`src/rtl/mips_alu_muldiv_if.sv`:
```
// Function codes and the handshake bundle between the ALU stage and the
// iterative multiply/divide unit.
package mips_alu_muldiv_pkg;
  typedef enum logic [3:0] {
    F_ADD, F_SUB, F_AND, F_OR, F_XOR, F_NOR, F_SLT, F_SLTU,
    F_SLL, F_SRL, F_SRA, F_MULU, F_MULS, F_DIVU, F_DIVS, F_LUI
  } func_t;
endpackage

interface mips_alu_muldiv_if #(parameter int DATA_W = 32);
  import mips_alu_muldiv_pkg::*;

  logic              start;
  logic              flush;
  func_t             func;
  logic [DATA_W-1:0] data1;
  logic [DATA_W-1:0] data2;
  logic              busy;
  logic              valid;
  logic [DATA_W-1:0] res_hi;
  logic [DATA_W-1:0] res_lo;
  logic              div_zero;

  modport master (
    output start, flush, func, data1, data2,
    input  busy, valid, res_hi, res_lo, div_zero
  );

  modport slave (
    input  start, flush, func, data1, data2,
    output busy, valid, res_hi, res_lo, div_zero
  );
endinterface

```
`src/rtl/mips_alu_muldiv.sv`:
```
// Radix-2 iterative multiply/divide unit: shift-add multiply, restoring divide,
// one sign-fix cycle, fixed DATA_W+2 cycle latency from accept to valid.
module mips_alu_muldiv #(
  parameter int DATA_W = 32,
  parameter int CNT_W  = $clog2(DATA_W) + 1
) (
  input logic              clk,
  input logic              rst,
  mips_alu_muldiv_if.slave bus
);
  import mips_alu_muldiv_pkg::*;

  typedef enum logic [1:0] {IDLE, RUN, FIX, DONE} state_t;

  state_t            state;
  logic [CNT_W-1:0]  count;
  logic [DATA_W-1:0] acc_hi;
  logic [DATA_W-1:0] acc_lo;
  logic [DATA_W-1:0] opnd;
  logic              is_div;
  logic              neg_a;
  logic              neg_x;
  logic              dz;

  logic              req_ok;
  logic              req_div;
  logic              req_signed;
  logic              sign1;
  logic              sign2;
  logic [DATA_W-1:0] mag1;
  logic [DATA_W-1:0] mag2;

  // Decode the request and take operand magnitudes for the signed funcs
  always_comb begin
    req_ok     = (bus.func == F_MULU) || (bus.func == F_MULS) ||
                 (bus.func == F_DIVU) || (bus.func == F_DIVS);
    req_div    = (bus.func == F_DIVU) || (bus.func == F_DIVS);
    req_signed = (bus.func == F_MULS) || (bus.func == F_DIVS);
    sign1      = req_signed && bus.data1[DATA_W-1];
    sign2      = req_signed && bus.data2[DATA_W-1];
    mag1       = sign1 ? -bus.data1 : bus.data1;
    mag2       = sign2 ? -bus.data2 : bus.data2;
  end

  logic [DATA_W-1:0] mul_addend;
  logic [DATA_W:0]   mul_sum;
  logic [DATA_W:0]   div_shift;
  logic [DATA_W-1:0] div_diff;
  logic              div_ge;
  logic [DATA_W-1:0] step_hi;
  logic [DATA_W-1:0] step_lo;
  logic [DATA_W-1:0] fix_hi;
  logic [DATA_W-1:0] fix_lo;

  // One iteration of either engine, plus the final sign correction.
  // The restoring difference only needs W bits: it is kept only when it fits.
  always_comb begin
    mul_addend = acc_lo[0] ? opnd : {DATA_W{1'b0}};
    mul_sum    = {1'b0, acc_hi} + {1'b0, mul_addend};
    div_shift  = {acc_hi, acc_lo[DATA_W-1]};
    div_ge     = div_shift >= {1'b0, opnd};
    div_diff   = div_shift[DATA_W-1:0] - opnd;
    if (is_div) begin
      step_hi = div_ge ? div_diff : div_shift[DATA_W-1:0];
      step_lo = {acc_lo[DATA_W-2:0], div_ge};
      fix_hi  = neg_a ? -acc_hi : acc_hi;
      fix_lo  = dz ? {DATA_W{1'b1}} : (neg_x ? -acc_lo : acc_lo);
    end else begin
      step_hi = mul_sum[DATA_W:1];
      step_lo = {mul_sum[0], acc_lo[DATA_W-1:1]};
      {fix_hi, fix_lo} = neg_x ? -{acc_hi, acc_lo} : {acc_hi, acc_lo};
    end
  end

  always_ff @(posedge clk) begin
    if (rst) begin
      state        <= IDLE;
      count        <= '0;
      acc_hi       <= '0;
      acc_lo       <= '0;
      opnd         <= '0;
      is_div       <= 1'b0;
      neg_a        <= 1'b0;
      neg_x        <= 1'b0;
      dz           <= 1'b0;
      bus.busy     <= 1'b0;
      bus.valid    <= 1'b0;
      bus.res_hi   <= '0;
      bus.res_lo   <= '0;
      bus.div_zero <= 1'b0;
    end else if (bus.flush) begin
      state     <= IDLE;
      bus.busy  <= 1'b0;
      bus.valid <= 1'b0;
    end else begin
      bus.valid <= 1'b0;
      case (state)
        IDLE: begin
          if (bus.start && req_ok) begin
            is_div   <= req_div;
            neg_a    <= sign1;
            neg_x    <= sign1 ^ sign2;
            dz       <= (bus.data2 == '0);
            opnd     <= req_div ? mag2 : mag1;
            acc_hi   <= '0;
            acc_lo   <= req_div ? mag1 : mag2;
            count    <= CNT_W'(DATA_W);
            state    <= RUN;
            bus.busy <= 1'b1;
          end
        end
        RUN: begin
          acc_hi <= step_hi;
          acc_lo <= step_lo;
          count  <= count - CNT_W'(1);
          if (count == CNT_W'(1)) state <= FIX;
        end
        FIX: begin
          bus.res_hi   <= fix_hi;
          bus.res_lo   <= fix_lo;
          bus.div_zero <= is_div && dz;
          bus.valid    <= 1'b1;
          state        <= DONE;
        end
        DONE: begin
          bus.busy <= 1'b0;
          state    <= IDLE;
        end
        default: state <= IDLE;
      endcase
    end
  end
endmodule

```
`src/flat_wrapper.sv`:
```
// flat-port wrapper written by rule: the top's interface ports become plain ports
module mips_alu_muldiv_flat import mips_alu_muldiv_pkg::*;
#(
  parameter int DATA_W = 32,
  parameter int CNT_W  = $clog2(DATA_W) + 1
)
  (clk, rst, bus_start, bus_flush, bus_func, bus_data1, bus_data2, bus_busy, bus_valid, bus_res_hi, bus_res_lo, bus_div_zero);
  mips_alu_muldiv_if #(.DATA_W(DATA_W)) bus_i ();
  input logic clk;
  input logic rst;
  input wire logic [$bits(bus_i.start)-1:0] bus_start;
  input wire logic [$bits(bus_i.flush)-1:0] bus_flush;
  input wire logic [$bits(bus_i.func)-1:0] bus_func;
  input wire logic [$bits(bus_i.data1)-1:0] bus_data1;
  input wire logic [$bits(bus_i.data2)-1:0] bus_data2;
  output wire logic [$bits(bus_i.busy)-1:0] bus_busy;
  output wire logic [$bits(bus_i.valid)-1:0] bus_valid;
  output wire logic [$bits(bus_i.res_hi)-1:0] bus_res_hi;
  output wire logic [$bits(bus_i.res_lo)-1:0] bus_res_lo;
  output wire logic [$bits(bus_i.div_zero)-1:0] bus_div_zero;
  assign bus_i.start = bus_start;
  assign bus_i.flush = bus_flush;
  assign bus_i.func = bus_func;
  assign bus_i.data1 = bus_data1;
  assign bus_i.data2 = bus_data2;
  assign bus_busy = bus_i.busy;
  assign bus_valid = bus_i.valid;
  assign bus_res_hi = bus_i.res_hi;
  assign bus_res_lo = bus_i.res_lo;
  assign bus_div_zero = bus_i.div_zero;
  mips_alu_muldiv #(.DATA_W(DATA_W), .CNT_W(CNT_W)) u_core (.clk(clk), .rst(rst), .bus(bus_i));
endmodule
```
`config.mk`:
```
export PLATFORM = sky130hd
export DESIGN_NAME = mips_alu_muldiv_flat
export DESIGN_NICKNAME = d
export VERILOG_FILES = /design/src/rtl/mips_alu_muldiv_if.sv /design/src/rtl/mips_alu_muldiv.sv /design/src/flat_wrapper.sv
export SDC_FILE = /design/constraint.sdc
export NUM_CORES = 1
export LEC_CHECK = 0
export ABC_AREA = 1
export CAP_MARGIN = 10
export CORE_ASPECT_RATIO = 2
export CORE_UTILIZATION = 40
export CTS_BUF_LIST = sky130_fd_sc_hd__clkbuf_16
export DETAILED_ROUTE_END_ITERATION = 16
export GPL_ROUTABILITY_DRIVEN = 0
export GPL_TIMING_DRIVEN = 1
export HOLD_SLACK_MARGIN = 0.1
export SLEW_MARGIN = 20
export SYNTH_ARGS = -nofsm -noshare
export SYNTH_HDL_FRONTEND = slang
export SYNTH_SLANG_ARGS = --single-unit
```
`constraint.sdc`:
```
create_clock -name clk -period 2.3 [get_ports clk]
set_input_delay 0.46 -clock clk [delete_from_list [all_inputs] [get_ports clk]]
set_output_delay 0.46 -clock clk [all_outputs]
set_load 0.01 [all_outputs]
```
==> results.md, run 1 <==
- Mapped Area: 17820 sq um
- Syn Inst Count: 3185
- Worst EP post-GRT repair: u_core.acc_hi[13]$_SDFFE_PP0P_/D
- Hpwl dp: 73060 um
- Adder-cell share of the synthesized area: 5.420%
- Top-area cell type share of the netlist area: 19.66%
- Seq cells post-synth: 175
- Post-synthesis cell type count: 53
- Area contributors post-synth: dfxtp_1 (20%), nand2_1 (19%), inv_1 (10%)
- Worst EP kind: sequential cell input
- Register area share after synthesis: 19.66%
- Syn avg cell area: 5.595 sq um
- Ys async rst share: 0%
- Mux share of post-synthesis cell area: 0%
- Largest family of logic cells by synthesized area: simple AND/OR/NAND/NOR gates
- YS warnings: 0
- # IOs: 139
- H-tree level count: 4
- Clock root buffer: clkbuf_16
- Clock sink count: 175
- IO Port Bufs: 138
- CTS Hold Bufs: 0
- Last stage: global routing
- Status: aborted with a tool error
- EDFF count, synth: 0
- Simple-gate area share of the yosys netlist: 40.57%
- Post-synthesis compound-gate area fraction: 15.87%
- Cell Count Post-Placement: 4362
- Effective utilization at floorplan: 40.46%
- Syn_nets: 3333
- Main synth FF type: dfxtp_1
- Largest net degree at the start of global routing: 65
- CTS Buf Count: 17
- Die height: 300.5 um
- Error message: [ERROR GRT-0232] Routing congestion too high. Check the congestion heatmap in the GUI.
- Synth area leader: dfxtp_1
- Clock Tree Buf Depth: 2
- GRT Total Usage: 46.59%
- Gr ovfl total: 4
- Die width: 151.3 um
- Synth Area in XOR/XNOR: 4.915%
- Row count: 109
-- cells in the mapped netlist, drive strengths merged, types with 4 or more instances --
cell and count:
a21oi 199, a22oi 7, a31oi 21, and2 8, buf 40, clkbuf 75, dfxtp 175, ha 74
inv 503, nand2 918, nand3 279, nand3b 17, nand4 60, nor2 373, nor3 26, nor4 4
o211ai 26, o21a 4, o21ai 214, o21bai 10, o221ai 17, o31ai 5, or2 14, xnor2 21
xor2 79
-- cell families after synthesis --
family	after synthesis
adder cells (fa/ha/maj)	76
AO/OA/AOI/OAI	514
AND/OR/NAND/NOR	1701
XOR/XNOR	100
buffers and inverters	619
flip-flops	175
-- through the flow --
step / worst slack (ns) / cell area [sq um] / hold slack (ns) / utilization [%] / TNS, ns
4_1_cts: -0.06287 / 26030 / 0.4431 / 59.09 / -0.2179
3_5_place_dp: -0.7493 / 24060 / 0.4783 / 54.61 / -30.65
3_3_place_gp: -0.7156 / 24060 / 0.4612 / 54.61 / -27.10
2_1_floorplan: 0.001858 / 17820 / 0.4454 / - / 0
-- layer usage --
metal / GRT overflow / GRT usage (%)
met1: 0 / 43.45
met2: 1 / 73.72
met3: 0 / 16.41
met4: 3 / 52.02
met5: 0 / 2.556
-- what timing repair did --
item | 4_1_cts
resized for setup | 264
setup buffers | 21
cloned | 2
endpoints found under the setup margin | 43
endpoints found under the hold margin | 0
pin swaps | 53
==> run 2: changes to the inputs <==
CORE_ASPECT_RATIO = unset   (was 2)
CORE_UTILIZATION = 25   (was 40)
CTS_BUF_LIST = unset   (was sky130_fd_sc_hd__clkbuf_16)
HOLD_SLACK_MARGIN = unset   (was 0.1)
PLACE_DENSITY_LB_ADDON = 0.15   (was unset)
clock period = 2.99 ns   (was 2.3 ns; I/O delays follow)
==> run 2 against run 1 <==
  * Synthesized cell count did not move
  * Area after synthesis did not move
  * The run now ends clean
==> results.md, run 2 <==
- Status: completed
- Area Overhead vs Synth: 21.48%
- Fin crit period: 2.780 ns
- Clock root buffer: clkbuf_16
- Effective utilization at floorplan: 25.36%
- Final setup fails: 0
- Largest net degree at the start of global routing: 95
- Dpl ws: -0.05051 ns
- Core Util, Final: 30.81%
- Gr ovfl total: 0
- Core box area: 70270 sq um
- First-pass GRT wire length: 122000 um
- Seq cells post-synth: 175
- Worst Hold Launch: u_core.dz
- Vias per Instance: 4.771
- Register area share after synthesis: 19.66%
- Commonest non-fill, non-tap cell in the layout: nand2_1
- Syn Inst Count: 3185
- YS warnings: 0
- Vias in the first global route: 19420
- Critical path data arrival time: 3.13 ns
- Mean routed wirelength per cell: 18.96 um
- IO Port Bufs: 138
- Peak supply drop: 0.0004753 V
- Slew HR: 38.94%
- Hpwl dp: 68170 um
- Top-area cell type share of the netlist area: 19.66%
- CP Class: register to register
- Final hold violation count: 0
- Mapped Area: 17820 sq um
- Post-CTS Setup Inserts: 0
- Syn_nets: 3333
- RSZ-0062 raised after global routing: no
- Clock sink count: 175
- Synth cell count leaders: nand2_1 (906), inv_1 (496), nor2_1 (354)
- Max cap viols: 0
- Most frequent cells in the layout: nand2_1 (906), inv_1 (493), nor2_1 (352), nand3_1 (274), o21ai_0 (205)
- CTS tree: built
- ANT nets after route: 0
- Synth area leader: dfxtp_1
- WL final: 81820 um
- Post-synthesis cell type count: 53
- PD cells: 331.4 nW/um^2
- Clock Tree Buf Depth: 2
- Drt pass-1 iters: 8
- R2r startpoint: u_core.acc_lo[0]
- GRT Total Usage: 22.66%
- Hold WC Path Type: register to register
- Main synth FF type: dfxtp_1
- # IOs: 139
- Row count: 97
- Count of pins over their slew limit: 0
- Initial DRC count: 1845
- Clock-pin slew on the worst setup and hold paths: 0.08 ns
- Worst Skew: 0.02071 ns
- Skew-Pair Late Insertion Delay: 0.50 ns
- Final net count: 3509
- Leak: 10.80 nW
- Initial antenna violation count: 1
- Period utilisation layout: 92.99%
- Vias: 20590
- Die height: 269.0 um
- Measured slew at the worst slew-check pin: 0.9160 ns
- Crit. Startpoint: u_core.acc_lo[0]
- CP max FO: 7
- Die ar.: 72360 sq um
- Most common cell in the netlist: nand2_1
- Crit end category: register
- Die width: 269.0 um
- Number of remaining DRC errors: 0
- CTS Buf Count: 17
- Max Fclk: 0.3597 GHz
- Share of post-route cells with drive strength above 1: 6.965%
- EDFF count, synth: 0
- H-tree level count: 4
- Ys async rst share: 0%
- Area contributors post-synth: dfxtp_1 (20%), nand2_1 (19%), inv_1 (10%)
- Hold WS: 0.4842 ns
- Syn avg cell area: 5.595 sq um
- Final worst slack: 0.2096 ns
- Critical Path RT: 3.34 ns
- Startpoint types: register
run 2: power by group:
part / switching, mW / internal, mW / leakage (nW)
Combinational: 1.49 / 0.762 / 9.08
Clock: 1.23 / 1.21 / 0.302
Sequential: 0.0706 / 2.40 / 1.42
Total: 2.80 / 4.37 / 10.8
run 2: what timing repair did:
action,in CTS,in global routing
hold buffers,0,0
endpoints found under the setup margin,0,7
resized for setup,0,3
run 2: logic make-up (layout without fill, tap and decap cells):
kind of cell	after synthesis	after routing	synth area share [%]
AOI/OAI and AO/OA	514	514	15.87
xor gates and xnor gates	100	100	4.915
adders and majority gates	76	76	5.420
buffers and inverters	619	808	13.56
DFF	175	175	19.66
other	0	1	0
and+or+nand+nor	1701	1701	40.57
run 2: worst paths after layout:
kind / to / slack (ns) / cells past startpoint
hold / removal: u_core.dz / 0.48 / 2
setup reg to reg: u_core.acc_hi[26] / 0.21 / 15
hold reg to reg: u_core.dz / 0.48 / 2
setup / recovery: u_core.acc_hi[26] / 0.21 / 15
run 2: final cells by class:
cell class | count | area [sq um]
Antenna cell | 1 | 2.502
Clock buffer | 18 | 429.2
Clock inverter | 14 | 196.4
Fill cell | 8019 | 48620
Inverter | 504 | 1892
Multi-Input combinational cell | 2391 | 11910
Sequential cell | 175 | 3508
Tap cell | 940 | 1176
Timing Repair Buffer | 272 | 2532
run 2: metal layers:
metal	part of all wire (%)	global-route usage, %	up-vias	wire length [um]
met2	46	37.19	580	37510
met5	0.012	0	-	10
met1	46	30.74	9365	37990
li1	-	-	10540	-
met3	4.7	2.192	100	3820
met4	3.0	7.878	2	2481
run 2: worst max-delay path, cell delays in order (launching register included):
cell,delay [ns]
dfxtp_2,0.36
buf_4,0.16
buf_4,0.15
nand2_1,0.15
inv_1,0.07
ha_1,0.40
nand2_1,0.13
o21ai_0,0.32
o21bai_1,0.20
nor2_1,0.09
nand3_1,0.07
nand2_1,0.05
nor2_1,0.21
nor2_2,0.11
nand2_1,0.08
a21oi_1,0.05
run 2: per-stage QoR:
stage          instances  instance area [sq um]  power [mW]  setup TNS [ns]
2_1_floorplan       3185                  17820       3.847               0
3_3_place_gp        4282                  21010       4.771        -0.05656
3_5_place_dp        4282                  21010       4.756        -0.06939
4_1_cts             4314                  21640       7.223               0
5_1_grt             4314                  21650       7.533               0
6_report            4315                  21650       7.174               0
(Power assumes the default switching activity.)
